`config.mk`:
```
export PLATFORM = sky130hd
export DESIGN_NAME = fitness_dispatch_flat
export DESIGN_NICKNAME = d
export VERILOG_FILES = /design/src/rtl/fitness_dispatch_if.sv /design/src/rtl/fitness_dispatch.sv /design/src/flat_wrapper.sv
export SDC_FILE = /design/constraint.sdc
export NUM_CORES = 1
export LEC_CHECK = 0
export CAP_MARGIN = 20
export CORE_MARGIN = 1
export CORE_UTILIZATION = 45
export CTS_CLUSTER_DIAMETER = 100
export DETAILED_ROUTE_END_ITERATION = 10
export PLACE_DENSITY = 0.73
export SETUP_SLACK_MARGIN = 0.3
export SLEW_MARGIN = 20
export SYNTH_ARGS = -nofsm -noshare
export SYNTH_HDL_FRONTEND = slang
export SYNTH_SLANG_ARGS = --single-unit
```
`constraint.sdc`:
```
create_clock -name clk -period 3.3 [get_ports clk]
set_clock_uncertainty 0.15 [all_clocks]
set_input_delay 0.66 -clock clk [delete_from_list [all_inputs] [get_ports clk]]
set_output_delay 0.66 -clock clk [all_outputs]
set_load 0.005 [all_outputs]
```
`src/rtl/fitness_dispatch_if.sv`:
```
// Handshake and result bundle between the fitness dispatcher and its environment.
// Latency: none, wires only.
// Backpressure: the route stream is valid/ready; the evaluator uses a start/done pulse pair.
//
// Signals:
//   gen_start            one-cycle request to run a generation
//   route_valid/ready    route stream handshake, route_in is 15 cities x 10 bits
//   eval_start/route     start pulse and held route towards the distance evaluator
//   eval_done/dist       evaluator completion pulse with tour distance
//   gen_done, best_*     generation-complete pulse and the winning route
//   timeout_cnt          routes whose evaluation timed out, saturating
interface fitness_dispatch_if;
  logic         gen_start;
  logic         route_valid;
  logic [149:0] route_in;
  logic         route_ready;
  logic         eval_start;
  logic [149:0] eval_route;
  logic         eval_done;
  logic [11:0]  eval_dist;
  logic         gen_done;
  logic [11:0]  best_dist;
  logic [7:0]   best_idx;
  logic [149:0] best_route;
  logic [7:0]   timeout_cnt;

  // Dispatcher side.
  modport slave (
    input  gen_start, route_valid, route_in, eval_done, eval_dist,
    output route_ready, eval_start, eval_route, gen_done,
           best_dist, best_idx, best_route, timeout_cnt
  );

  // Environment side: route source, evaluator and result consumer.
  modport master (
    output gen_start, route_valid, route_in, eval_done, eval_dist,
    input  route_ready, eval_start, eval_route, gen_done,
           best_dist, best_idx, best_route, timeout_cnt
  );
endinterface

```
`src/rtl/fitness_dispatch.sv`:
```
// Feeds GEN_SIZE routes one at a time to a distance evaluator and keeps the shortest.
// Latency: per route LOAD wait + START + WAIT (eval or TIMEOUT) + UPDATE, plus one REPORT cycle.
// Backpressure: route_ready only in LOAD; evaluator results are accepted only while waiting.
//
// Ports:
//   clk, rst_n   clock and asynchronous active-low reset
//   bus          fitness_dispatch_if.slave (route stream, evaluator, results)
module fitness_dispatch #(
  parameter int GEN_SIZE = 16,
  parameter int TIMEOUT  = 64
) (
  input  logic              clk,
  input  logic              rst_n,
  fitness_dispatch_if.slave bus
);

  localparam int         WW       = (TIMEOUT < 2) ? 1 : $clog2(TIMEOUT);
  localparam logic [11:0] DIST_MAX = 12'hFFF;

  typedef enum logic [2:0] {
    S_IDLE, S_LOAD, S_START, S_WAIT, S_UPDATE, S_REPORT
  } state_t;

  state_t         state_q,      state_d;
  logic [7:0]     idx_q,        idx_d;
  logic [WW-1:0]  wait_q,       wait_d;
  logic [11:0]    dist_q,       dist_d;
  logic [149:0]   eval_route_q, eval_route_d;
  logic [11:0]    run_min_q,    run_min_d;
  logic [7:0]     run_idx_q,    run_idx_d;
  logic [149:0]   run_route_q,  run_route_d;
  logic [7:0]     tmo_q,        tmo_d;
  logic [11:0]    best_dist_q,  best_dist_d;
  logic [7:0]     best_idx_q,   best_idx_d;
  logic [149:0]   best_route_q, best_route_d;

  logic route_ready;
  logic eval_start;
  logic gen_done;
  logic take;

  // Route 0 is always taken so an all-timeout generation still reports
  // route 0 rather than a stale route; later routes need a strictly
  // smaller distance, so ties keep the earlier route.
  assign take = (idx_q == 8'd0) || (dist_q < run_min_q);

  always_comb begin
    state_d      = state_q;
    idx_d        = idx_q;
    wait_d       = wait_q;
    dist_d       = dist_q;
    eval_route_d = eval_route_q;
    run_min_d    = run_min_q;
    run_idx_d    = run_idx_q;
    run_route_d  = run_route_q;
    tmo_d        = tmo_q;
    best_dist_d  = best_dist_q;
    best_idx_d   = best_idx_q;
    best_route_d = best_route_q;
    route_ready  = 1'b0;
    eval_start   = 1'b0;
    gen_done     = 1'b0;

    case (state_q)
      S_IDLE: begin
        if (bus.gen_start) begin
          state_d   = S_LOAD;
          idx_d     = 8'd0;
          run_min_d = DIST_MAX;
          run_idx_d = 8'd0;
          tmo_d     = 8'd0;
        end
      end
      S_LOAD: begin
        route_ready = 1'b1;
        if (bus.route_valid) begin
          eval_route_d = bus.route_in;
          state_d      = S_START;
        end
      end
      S_START: begin
        eval_start = 1'b1;
        wait_d     = '0;
        state_d    = S_WAIT;
      end
      S_WAIT: begin
        if (bus.eval_done) begin
          dist_d  = bus.eval_dist;
          state_d = S_UPDATE;
        end else if (wait_q == WW'(TIMEOUT - 1)) begin
          // Unanswered route scores as the worst possible distance.
          dist_d  = DIST_MAX;
          tmo_d   = (tmo_q == 8'hFF) ? tmo_q : tmo_q + 8'd1;
          state_d = S_UPDATE;
        end else begin
          wait_d = wait_q + WW'(1);
        end
      end
      S_UPDATE: begin
        if (take) begin
          run_min_d   = dist_q;
          run_idx_d   = idx_q;
          run_route_d = eval_route_q;
        end
        if (idx_q == 8'(GEN_SIZE - 1)) begin
          state_d = S_REPORT;
        end else begin
          idx_d   = idx_q + 8'd1;
          state_d = S_LOAD;
        end
      end
      S_REPORT: begin
        gen_done     = 1'b1;
        best_dist_d  = run_min_q;
        best_idx_d   = run_idx_q;
        best_route_d = run_route_q;
        state_d      = S_IDLE;
      end
      default: state_d = S_IDLE;
    endcase
  end

  always_ff @(posedge clk or negedge rst_n) begin
    if (!rst_n) begin
      state_q      <= S_IDLE;
      idx_q        <= 8'd0;
      wait_q       <= '0;
      dist_q       <= DIST_MAX;
      eval_route_q <= '0;
      run_min_q    <= DIST_MAX;
      run_idx_q    <= 8'd0;
      run_route_q  <= '0;
      tmo_q        <= 8'd0;
      best_dist_q  <= DIST_MAX;
      best_idx_q   <= 8'd0;
      best_route_q <= '0;
    end else begin
      state_q      <= state_d;
      idx_q        <= idx_d;
      wait_q       <= wait_d;
      dist_q       <= dist_d;
      eval_route_q <= eval_route_d;
      run_min_q    <= run_min_d;
      run_idx_q    <= run_idx_d;
      run_route_q  <= run_route_d;
      tmo_q        <= tmo_d;
      best_dist_q  <= best_dist_d;
      best_idx_q   <= best_idx_d;
      best_route_q <= best_route_d;
    end
  end

  assign bus.route_ready = route_ready;
  assign bus.eval_start  = eval_start;
  assign bus.gen_done    = gen_done;
  assign bus.eval_route  = eval_route_q;
  assign bus.timeout_cnt = tmo_q;

  // Results are presented alongside the gen_done pulse and then held in the
  // best_* registers until the next REPORT.
  assign bus.best_dist  = (state_q == S_REPORT) ? run_min_q   : best_dist_q;
  assign bus.best_idx   = (state_q == S_REPORT) ? run_idx_q   : best_idx_q;
  assign bus.best_route = (state_q == S_REPORT) ? run_route_q : best_route_q;

endmodule

```
`src/flat_wrapper.sv`:
```
// flat-port wrapper written by rule: the top's interface ports become plain ports
module fitness_dispatch_flat 
#(
  parameter int GEN_SIZE = 16,
  parameter int TIMEOUT  = 64
)
  (clk, rst_n, bus_gen_start, bus_route_valid, bus_route_in, bus_eval_done, bus_eval_dist, bus_route_ready, bus_eval_start, bus_eval_route, bus_gen_done, bus_best_dist, bus_best_idx, bus_best_route, bus_timeout_cnt);
  fitness_dispatch_if bus_i ();
  input  logic clk;
  input  logic rst_n;
  input wire logic [$bits(bus_i.gen_start)-1:0] bus_gen_start;
  input wire logic [$bits(bus_i.route_valid)-1:0] bus_route_valid;
  input wire logic [$bits(bus_i.route_in)-1:0] bus_route_in;
  input wire logic [$bits(bus_i.eval_done)-1:0] bus_eval_done;
  input wire logic [$bits(bus_i.eval_dist)-1:0] bus_eval_dist;
  output wire logic [$bits(bus_i.route_ready)-1:0] bus_route_ready;
  output wire logic [$bits(bus_i.eval_start)-1:0] bus_eval_start;
  output wire logic [$bits(bus_i.eval_route)-1:0] bus_eval_route;
  output wire logic [$bits(bus_i.gen_done)-1:0] bus_gen_done;
  output wire logic [$bits(bus_i.best_dist)-1:0] bus_best_dist;
  output wire logic [$bits(bus_i.best_idx)-1:0] bus_best_idx;
  output wire logic [$bits(bus_i.best_route)-1:0] bus_best_route;
  output wire logic [$bits(bus_i.timeout_cnt)-1:0] bus_timeout_cnt;
  assign bus_i.gen_start = bus_gen_start;
  assign bus_i.route_valid = bus_route_valid;
  assign bus_i.route_in = bus_route_in;
  assign bus_i.eval_done = bus_eval_done;
  assign bus_i.eval_dist = bus_eval_dist;
  assign bus_route_ready = bus_i.route_ready;
  assign bus_eval_start = bus_i.eval_start;
  assign bus_eval_route = bus_i.eval_route;
  assign bus_gen_done = bus_i.gen_done;
  assign bus_best_dist = bus_i.best_dist;
  assign bus_best_idx = bus_i.best_idx;
  assign bus_best_route = bus_i.best_route;
  assign bus_timeout_cnt = bus_i.timeout_cnt;
  fitness_dispatch #(.GEN_SIZE(GEN_SIZE), .TIMEOUT(TIMEOUT)) u_core (.clk(clk), .rst_n(rst_n), .bus(bus_i));
endmodule
```
==> flow_summary_export.csv <==
group,metric,value,unit
cells_and_area,layout.nets,2751,
clock_network,cts_max_path_buffers,3,
cells_and_area,syn2layout_area_growth,41.41,%
global_route,grt_antenna_before_repair,2,
yosys,synthTopCellsByArea,"dfrtp_1, nand2_1, mux2_2",
worst_setup_path,r2r-end,"u_core.run_idx_q[5]",
route,vias,17650,
clock_network,cts_htree_levels,2,
place,hpwl,40.14,mm
route,dr.pass1.iters,5,
sta,rsz0062_at_grt,"true",
yosys,yosys_warnings,0,
yosys,syn_nets,2244,
worst_setup_path,path_class,"reg2out",
worst_setup_path,critPathLaunchType,"flip-flop",
global_route,top_usage_layer,"met2",
worst_setup_path,cp.required,2490,ps
worst_setup_path,crit_arrival,2380,ps
yosys,synthesis.area,21290,um^2
global_route,met2_usage,44.21,%
sta,fin_crit,3193,ps
yosys,synth_cell_type_count,54,
worst_setup_path,reg2reg_from,"u_core.run_min_q[10]",
sta,setup_viol,0,
global_route,grt_pass1_vias,17720,
cells_and_area,drive_gt1_share,17.44,%
clock_network,clk_pin_slew,60,ps
die,die_h,219.5,um
die,die_x,219.5,um
sta,hold_viol_final,0,
sta,tightest_slew,1073,ps
yosys,synth-edff-count,0,
die,die_area,48170,um^2
clock_network,clkSinkCount,527,
place,globalplace.congestion,0.8566,
clock_network,cts_tree,"built",
route,drc,0,
route,vias_per_cell,5.478,
sta,fin_crit_sh,96.75,%
place,port_buffers,497,
sta,max_slew_margin,28.46,%
sta,drv_slew,0,
power,p_leak,14.82,nW
clock_network,root_buffer,"clkbuf_16",
yosys,syn-mean-instance-area,10.32,um^2
die,num_io_pins,498,
global_route,use_met3,5.852,%
die,start_util,45.72,%
worst_setup_path,cp-end-kind,"primary output",
route,wl,67.84,mm
power,max-vdd-ir-drop,0.6962,mV
worst_setup_path,endpoint,"bus_best_route[48]",
cells_and_area,fin_cells,3222,
global_route,grtUsageMet1,34.52,%
die,rows,79,
yosys,synth_top_area_cell,"dfrtp_1",
yosys,synthArstFlopShare,100.0,%
yosys,synth-seq-area-share,62.17,%
min_path,hold_path_class,"reg2reg",
worst_setup_path,ff2ff_setup_slack,380,ps
yosys,syn_inst,2062,
global_route,track_usage,27.00,%
flow_run,maxCapViolCount,0,
worst_setup_path,worstPathMaxFanout,23,
global_route,grt_pass1_wl,100.7,mm
global_route,grt.overflow.total,0,
yosys,postSynthRegisterBits,527,
route,wl_per_cell,21.05,um
sta,fin_hold_ws,316.8,ps
worst_setup_path,r2r_cells,9,
clock_network,clkLatencyLatePin,600,ps
yosys,ys.flop_type,"dfrtp_1",
global_route,grt_max_degree,154,
sta,fmax,313.2,MHz
power,power.density,981.3,nW/um^2
clock_network,numCtsBuffers,56,
route,drt_iter0_markers,1434,
die,design.core.area,46560,um^2
outcome,outcome,"finished clean",
yosys,synth.top_cell.area_share,57.72,%
worst_setup_path,cp-startpoint,"u_core.state_q[2]",
route,drtAntennaViolNets,0,
place,placed_cells,3068,
per-layer routing:
layer | vias up | part of all wire [%] | routed length, um
met5 | - | 0 | 0
met1 | 8849 | 40 | 27030
li1 | 7942 | - | -
met4 | 0 | 4.1 | 2760
met2 | 699 | 49 | 32960
met3 | 161 | 7.5 | 5088
how the worst min path moves through the flow:
stage | start | to | slack, ps | cells past startpoint
after floorplan | rst_n | u_core.best_idx_q[0] | 210 | 0
after global placement | u_core.best_route_q[135] | u_core.best_route_q[135] | 300 | 2
after detailed placement | u_core.best_route_q[90] | u_core.best_route_q[90] | 310 | 2
after CTS | u_core.best_dist_q[0] | u_core.best_dist_q[0] | 320 | 2
after global routing | u_core.best_route_q[50] | u_core.best_route_q[50] | 330 | 2
final | u_core.best_dist_q[0] | u_core.best_dist_q[0] | 320 | 2
what timing repair did:
item                                    CTS  global route
hold buffers                              1             0
endpoints found under the hold margin    51             0
gates resized for setup                 128           182
endpoints found under the setup margin  173           303
pin swaps                                 1             8
buffers inserted                         11            18
cloned                                   14             6
per-stage QoR:
step	area [um^2]	setup WS [ps]	setup TNS (ps)	util, %	total power [mW]
finish	30100	107.2	0	64.65	29.54
global route	30100	-12.95	-19.81	64.65	31.12
CTS	29590	44.48	0	63.55	29.50
detailed placement	26990	321.0	0	57.98	22.49
global placement	26990	412.2	0	57.98	22.14
floorplan	21290	778.8	0	-	15.91
critical path, cell delays in order, from the launching register on:
cell	delay, ps
dfrtp_1	430
nand3_4	160
clkbuf_16	200
buf_12	110
buf_16	160
nand2_1	90
nand2_2	100
clkdlybuf4s50_1	500
layout make-up:
type / count / area (um^2)
flip-flops and latches: 527 / 13230
clock buffers: 77 / 1644
repair buffers: 584 / 6352
inverters: 20 / 91.34
multi-input cells: 1375 / 7564
clock inverters: 26 / 374.1
diodes: 1 / 2.502
well taps: 607 / 759.5
fillers: 3555 / 16460
repair inverters: 5 / 78.83
flip-flops by register name, summed over array words and instances, names as in the netlist:
register and count:
u_core.dist_q 12, u_core.state_q 3, u_core.bus.eval_route 150, u_core.best_idx_q 8, u_core.idx_q 8, u_core.best_route_q 150
u_core.wait_q 6, u_core.best_dist_q 12, u_core.run_route_q 150, u_core.run_min_q 12, u_core.run_idx_q 8, u_core.bus.timeout_cnt 8
kinds of logic after synthesis:
family | share of synthesized area [%]
AOI/OAI and AO/OA | 8.376
xor gates and xnor gates | 0.1235
adders and majority gates | 0.8817
buffers and inverters | 3.215
DFF | 62.17
muxes | 7.983
and+or+nand+nor | 17.25
synth_stat cells, types with 2 or more instances:
cell type    n
o22ai_1    151
nand4_1      6
dfstp_2     36
nand3_1     11
nor3_1      21
a21o_1       3
or3_1        6
a211o_1      8
o21a_1       3
o21bai_1     2
nor2_1      49
a211oi_1    11
o21ai_0     32
buf_1        2
ha_1        15
nand2_1    823
nand2b_1     4
o22a_1      12
and3_1       4
buf_2       60
inv_1       19
xor2_1       2
clkbuf_1    76
o31ai_1     12
a22oi_1      2
and2_1       2
a21oi_1     12
dfrtp_1    491
mux2_2     150
a22o_1      11
a31oi_1      3
cells in the final DEF (no fill, tap or decap), types with 10 or more instances in the layout:
cell             instances
buf_6                   13
buf_16                  10
dfrtp_1                491
nand2_1                799
clkbuf_2                25
nor2_1                  48
buf_12                  24
o31ai_1                 12
a21oi_1                 12
clkinv_2                13
mux2_2                 150
o22ai_1                151
buf_4                   31
inv_1                   18
nand2_2                 21
o21ai_0                 20
dfstp_2                 36
clkbuf_8                10
ha_1                    15
dlymetal6s2s_1          59
o22a_1                  12
a211oi_1                11
dlygate4sd2_1           26
a22o_1                  11
clkbuf_16               65
clkdlybuf4s50_1        372
nor3_1                  18
power breakdown:
group | switching (mW) | total [mW] | internal, mW
logic | 5.08 | 11.0 | 5.94
registers | 2.02 | 11.7 | 9.68
clock network | 2.65 | 6.82 | 4.18
total | 9.74 | 29.5 | 19.8
(Power assumes the default switching activity.)
